==> config.mk <==
export PLATFORM = sky130hd
export DESIGN_NAME = idma_pow2_rsp_merger
export DESIGN_NICKNAME = d
export VERILOG_FILES = /design/src/rtl/idma_pow2_rsp_merger.sv
export SDC_FILE = /design/constraint.sdc
export NUM_CORES = 1
export LEC_CHECK = 0
export BUFFER_PORTS_ARGS = -buffer_cell sky130_fd_sc_hd__buf_2
export CORE_MARGIN = 8
export CORE_UTILIZATION = 35
export DETAILED_ROUTE_END_ITERATION = 10
export GPL_TIMING_DRIVEN = 0
export SKIP_LAST_GASP = 1
export SLEW_MARGIN = 20
export SYNTH_ARGS = -nofsm -noshare
export SYNTH_HDL_FRONTEND = slang
export SYNTH_SLANG_ARGS = --single-unit
==> constraint.sdc <==
create_clock -name clk_i -period 2.5 [get_ports clk_i]
set_input_delay 0.5 -clock clk_i [delete_from_list [all_inputs] [get_ports clk_i]]
set_output_delay 0.5 -clock clk_i [all_outputs]
set_load 0.005 [all_outputs]
==> src/rtl/idma_pow2_rsp_merger.sv <==
// rtl/idma_pow2_rsp_merger.sv - collects the N piece responses of a pow2-split transfer into one response
// Optional: define IDMA_RSP_MERGER_ERR_CNT_EN to add err_cnt_o (error pieces in the current transfer).
module idma_pow2_rsp_merger #(
  parameter int unsigned PieceCntWidth = 8,
  parameter int unsigned CntFifoDepth  = 4
) (
  input  logic                     clk_i,
  input  logic                     rst_ni,
  input  logic                     cnt_valid_i,
  output logic                     cnt_ready_o,
  input  logic [PieceCntWidth-1:0] cnt_i,
  input  logic                     rsp_valid_i,
  output logic                     rsp_ready_o,
  input  logic [1:0]               rsp_i,
  output logic                     merged_valid_o,
  input  logic                     merged_ready_i,
  output logic [1:0]               merged_rsp_o,
`ifdef IDMA_RSP_MERGER_ERR_CNT_EN
  output logic                     busy_o,
  output logic [PieceCntWidth-1:0] err_cnt_o
`else
  output logic                     busy_o
`endif
);

  localparam int unsigned PtrW = $clog2(CntFifoDepth);
  localparam logic [PieceCntWidth-1:0] CntOne = PieceCntWidth'(1);

  typedef enum logic [1:0] {IDLE, COLLECT, EMIT} state_e;

  state_e                   state_q, state_d;
  logic [PieceCntWidth-1:0] fifo_mem [CntFifoDepth];
  logic [PtrW:0]            wr_ptr_q, rd_ptr_q;
  logic                     fifo_empty, fifo_full, push, pop;
  logic [PieceCntWidth-1:0] head, remaining_q, remaining_d;
  logic                     err_seen_q, err_seen_d, all_ex_q, all_ex_d;
  logic [1:0]               merged_rsp_q, merged_rsp_d;
  logic                     rsp_hs;

  // Extra pointer MSB distinguishes full from empty when the indices match.
  assign fifo_empty  = (wr_ptr_q == rd_ptr_q);
  assign fifo_full   = (wr_ptr_q[PtrW] != rd_ptr_q[PtrW]) &&
                       (wr_ptr_q[PtrW-1:0] == rd_ptr_q[PtrW-1:0]);
  assign cnt_ready_o = !fifo_full;
  assign push        = cnt_valid_i && !fifo_full;
  assign head        = fifo_mem[rd_ptr_q[PtrW-1:0]];

  always_ff @(posedge clk_i) begin
    if (push) fifo_mem[wr_ptr_q[PtrW-1:0]] <= cnt_i;
  end

  always_ff @(posedge clk_i or negedge rst_ni) begin
    if (!rst_ni) begin
      state_q      <= IDLE;
      wr_ptr_q     <= '0;
      rd_ptr_q     <= '0;
      remaining_q  <= '0;
      err_seen_q   <= 1'b0;
      all_ex_q     <= 1'b0;
      merged_rsp_q <= 2'b00;
    end else begin
      state_q      <= state_d;
      remaining_q  <= remaining_d;
      err_seen_q   <= err_seen_d;
      all_ex_q     <= all_ex_d;
      merged_rsp_q <= merged_rsp_d;
      if (push) wr_ptr_q <= wr_ptr_q + 1'b1;
      if (pop)  rd_ptr_q <= rd_ptr_q + 1'b1;
    end
  end

  always_comb begin
    state_d      = state_q;
    remaining_d  = remaining_q;
    err_seen_d   = err_seen_q;
    all_ex_d     = all_ex_q;
    merged_rsp_d = merged_rsp_q;
    pop          = 1'b0;
    rsp_hs       = 1'b0;
    case (state_q)
      IDLE: begin
        if (!fifo_empty) pop = 1'b1;
      end
      COLLECT: begin
        rsp_hs = rsp_valid_i;
        if (rsp_valid_i) begin
          remaining_d = remaining_q - CntOne;
          all_ex_d    = all_ex_q && (rsp_i == 2'b01);
          // The first error wins; otherwise EXOKAY only survives an all-EXOKAY run.
          if (!err_seen_q) begin
            if (rsp_i[1]) begin
              merged_rsp_d = rsp_i;
              err_seen_d   = 1'b1;
            end else begin
              merged_rsp_d = all_ex_d ? 2'b01 : 2'b00;
            end
          end
          if (remaining_q == CntOne) state_d = EMIT;
        end
      end
      EMIT: begin
        if (merged_ready_i) begin
          if (!fifo_empty) pop = 1'b1;
          else             state_d = IDLE;
        end
      end
      default: state_d = IDLE;
    endcase
    // Loading the next transfer is shared by IDLE and a completing EMIT.
    if (pop) begin
      state_d      = COLLECT;
      remaining_d  = (head == '0) ? CntOne : head;
      err_seen_d   = 1'b0;
      all_ex_d     = 1'b1;
      merged_rsp_d = 2'b00;
    end
  end

`ifdef IDMA_RSP_MERGER_ERR_CNT_EN
  logic [PieceCntWidth-1:0] err_cnt_q;

  always_ff @(posedge clk_i or negedge rst_ni) begin
    if (!rst_ni)                  err_cnt_q <= '0;
    else if (pop)                 err_cnt_q <= '0;
    else if (rsp_hs && rsp_i[1])  err_cnt_q <= err_cnt_q + CntOne;
  end

  assign err_cnt_o = err_cnt_q;
`endif

  assign rsp_ready_o    = (state_q == COLLECT);
  assign merged_valid_o = (state_q == EMIT);
  assign merged_rsp_o   = merged_rsp_q;
  assign busy_o         = !fifo_empty || (state_q != IDLE);

endmodule

==> summary.txt <==
clk buf depth = 2
die width = 98.2 µm
starting density of the core = 0.356
Worst Path Required = 2450 ps
Pwr Density = 1090 nW/µm²
Setup-failing EPs final = 0
post-synthesis adder-cell area fraction = 0.0371
Max FO, Critical Path = 10
CTS tree = done
DR vias = 1319
P_sw = 1020 µW
largest family of logic cells by synthesized area = simple AND/OR/NAND/NOR gates
Worst-path clk slew = 100 ps
Post-CTS Setup Repair Bufs = 0
Die Area = 9630 µm²
Core ar. = 6640 µm²
number of max-cap violations = 0
Detailed Place HPWL = 2850 µm
post-cts resize count = 0
Main synth FF type = edfxtp_1
Post-Syn Instances = 161
worst path arrival time = 2100 ps
Hold-fix buffers, CTS = 0
# H-tree levels = 2
relative slew slack = 0.610
Synth Area in Simple Gates = 0.0906
Setup CP Type = flop to flop
CTS Buf Count = 5
most frequent cells in the layout = edfxtp_1 (32), buf_2 (22), dfrtp_1 (20)
xor/xnor cell area share of the yosys netlist = 0.0630
leak pwr = 0.00103 µW
CP Cell Sequence = buf_6 > xnor2_4 > a31oi_1 > and2_1
syn_nets = 183
ANT cells = 0
site row count = 30
mux contribution to synthesized area = 0.0890
critical path's slowest cell = and2_1
Hold Violations, Final = 0
most common cell after layout, fill and taps aside = edfxtp_1
switching share of power = 0.352
CTS Sinks = 52
number of port buffers = 20
Slew Viols, Final = 0
fmax = 0.465 GHz
largest net degree at the start of global routing = 21
RSZ-0062 raised after global routing = false
placer's final routability congestion estimate = 0.732
wirelength, routed = 4090 µm
post-DR vias/cell = 4.90
Area Growth Syn to Fin = 12.3%
worst min-delay path class = primary input to asynchronous set/reset pin
DR WL/cell = 15.2 µm
endpoint class of the critical path = flop
CP peak stage delay = 520 ps
# IOs = 21
TNS Setup = 0 ps
Final period util = 0.860
post-synthesis compound-gate area fraction = 0.0704
Fillers = 643
startpoint types = flop
Final Critical Period = 2150 ps
remaining global-route overflow = 0
first-pass GRT wire length = 6730 µm
initial antenna violation count = 0
Iter 0 DRT Violations = 18
sequential area share after synthesis = 0.619
clk root buf = clkbuf_8
Syn Area/Cell = 14.7 µm²
GR Util All Layers = 0.0879
Slew @ Worst Pin = 582 ps
vias in the first global route = 1396
Die H = 98.2 µm
Synth async-reset ratio = 0.385
Clock Power Share = 0.170
internal power = 1870 µW
Yosys reg bits = 52
YS warnings = 0
DRC Markers = 0
layout cells sized above 1 = 0.222
Peak VDD IR = 0.000453 V
Synth Cell Area = 2360 µm²
Seq pwr share = 0.469
clk_lat worst skew = 300 ps
Util after Layout = 0.399
post-synthesis cell type count = 37
Comb pwr share = 0.360
first-pass iteration count of the detailed router = 4
Post-layout nets = 210
status = finished, final reports clean
Routed Antenna Nets = 0
number of synthesized flops with an enable pin = 32
skew final = 4.40 ps
## final cells by class
class | instances | area, µm² | share of cell area
Buffer | 5 | 36.3 | 0.0137
Multi-Input combinational cell | 94 | 827 | 0.312
Inverter | 10 | 37.5 | 0.0141
Clock inverter | 3 | 22.5 | 0.00849
Tap cell | 80 | 100 | 0.0377
Sequential cell | 52 | 1460 | 0.551
Timing Repair Buffer | 20 | 100 | 0.0377
Clock buffer | 5 | 68.8 | 0.0259
## Yosys cell counts (4+ instances only)
| library cell | number | area, µm² |
|---|---|---|
| edfxtp_1 | 32 | 961 |
| dfrtp_1 | 20 | 500 |
| nand2_1 | 11 | 41.3 |
| o21ai_0 | 11 | 55.1 |
| inv_1 | 10 | 37.5 |
| ha_1 | 7 | 87.6 |
| xor2_1 | 7 | 61.3 |
| nor2_1 | 6 | 22.5 |
| mux4_1 | 5 | 131 |
| xnor2_1 | 5 | 43.8 |
| and2_1 | 4 | 25.0 |
| nor3_1 | 4 | 20.0 |
## cell families after synthesis
| family | Yosys count |
|---|---|
| AO/OA/AOI/OAI | 23 |
| adder cells (fa/ha/maj) | 7 |
| XOR/XNOR | 14 |
| AND/OR/NAND/NOR | 41 |
| flip-flops | 52 |
| buffers and inverters | 15 |
| multiplexers | 9 |
## critical path, delay by kind of cell (launching register included)
kind | cells | cell delay (ps)
AND/OR/NAND/NOR | 1 | 520
AO/OA/AOI/OAI | 1 | 510
flip-flops | 1 | 410
buffers and inverters | 1 | 170
XOR/XNOR | 1 | 170
## per-stage QoR
stage / cells / hold WS [ps] / cell area, µm² / total power [µW] / setup slack [ps]
after floorplan: 161 / 204 / 2360 / 2160 / 742
after global placement: 261 / 480 / 2560 / 2410 / 397
after global routing: 269 / 158 / 2650 / 3100 / 234
after detailed placement: 261 / 482 / 2560 / 2440 / 330
after CTS: 269 / 143 / 2650 / 2930 / 313
final: 269 / 139 / 2650 / 2880 / 349
## registers in the layout, indices dropped and copies added (netlist names)
| name | cells |
|---|---|
| fifo_mem | 32 |
| remaining_q | 8 |
| rd_ptr_q | 3 |
| wr_ptr_q | 3 |
| merged_rsp_o | 2 |
| state_q | 2 |
| all_ex_q | 1 |
| err_seen_q | 1 |
## power by group through the flow
| stage | sequential [µW] | combinational, µW | clock, µW |
|---|---|---|---|
| floorplan | 1340 | 815 | 0 |
| global placement | 1370 | 1040 | 0 |
| finish | 1350 | 1040 | 491 |
| CTS | 1360 | 1060 | 508 |
| global route | 1390 | 1160 | 545 |
| detailed placement | 1380 | 1060 | 0 |
## routing by layer
layer / global-route usage / part of all wire / vias to the layer above
met3: 0.0313 / 0.051 / 6
met1: 0.108 / 0.48 / 640
li1: - / - / 648
met4: 0.0248 / 0.010 / 0
met5: 0 / 0 / -
met2: 0.142 / 0.45 / 25
## final timing paths
check / from / end / slack, ps / cells after the start
hold reg to reg: rd_ptr_q[2] / rd_ptr_q[2] / 530 / 1
max in group asynchronous: rst_ni / remaining_q[4] / 2040 / 1
setup reg to reg: rd_ptr_q[0] / fifo_mem[3][3] / 350 / 4
setup / recovery: rd_ptr_q[0] / fifo_mem[3][3] / 350 / 4
hold / removal: rst_ni / rd_ptr_q[2] / 140 / 1
min in group clk_i: cnt_i[7] / fifo_mem[1][7] / 410 / 1
(Power assumes the default switching activity.)
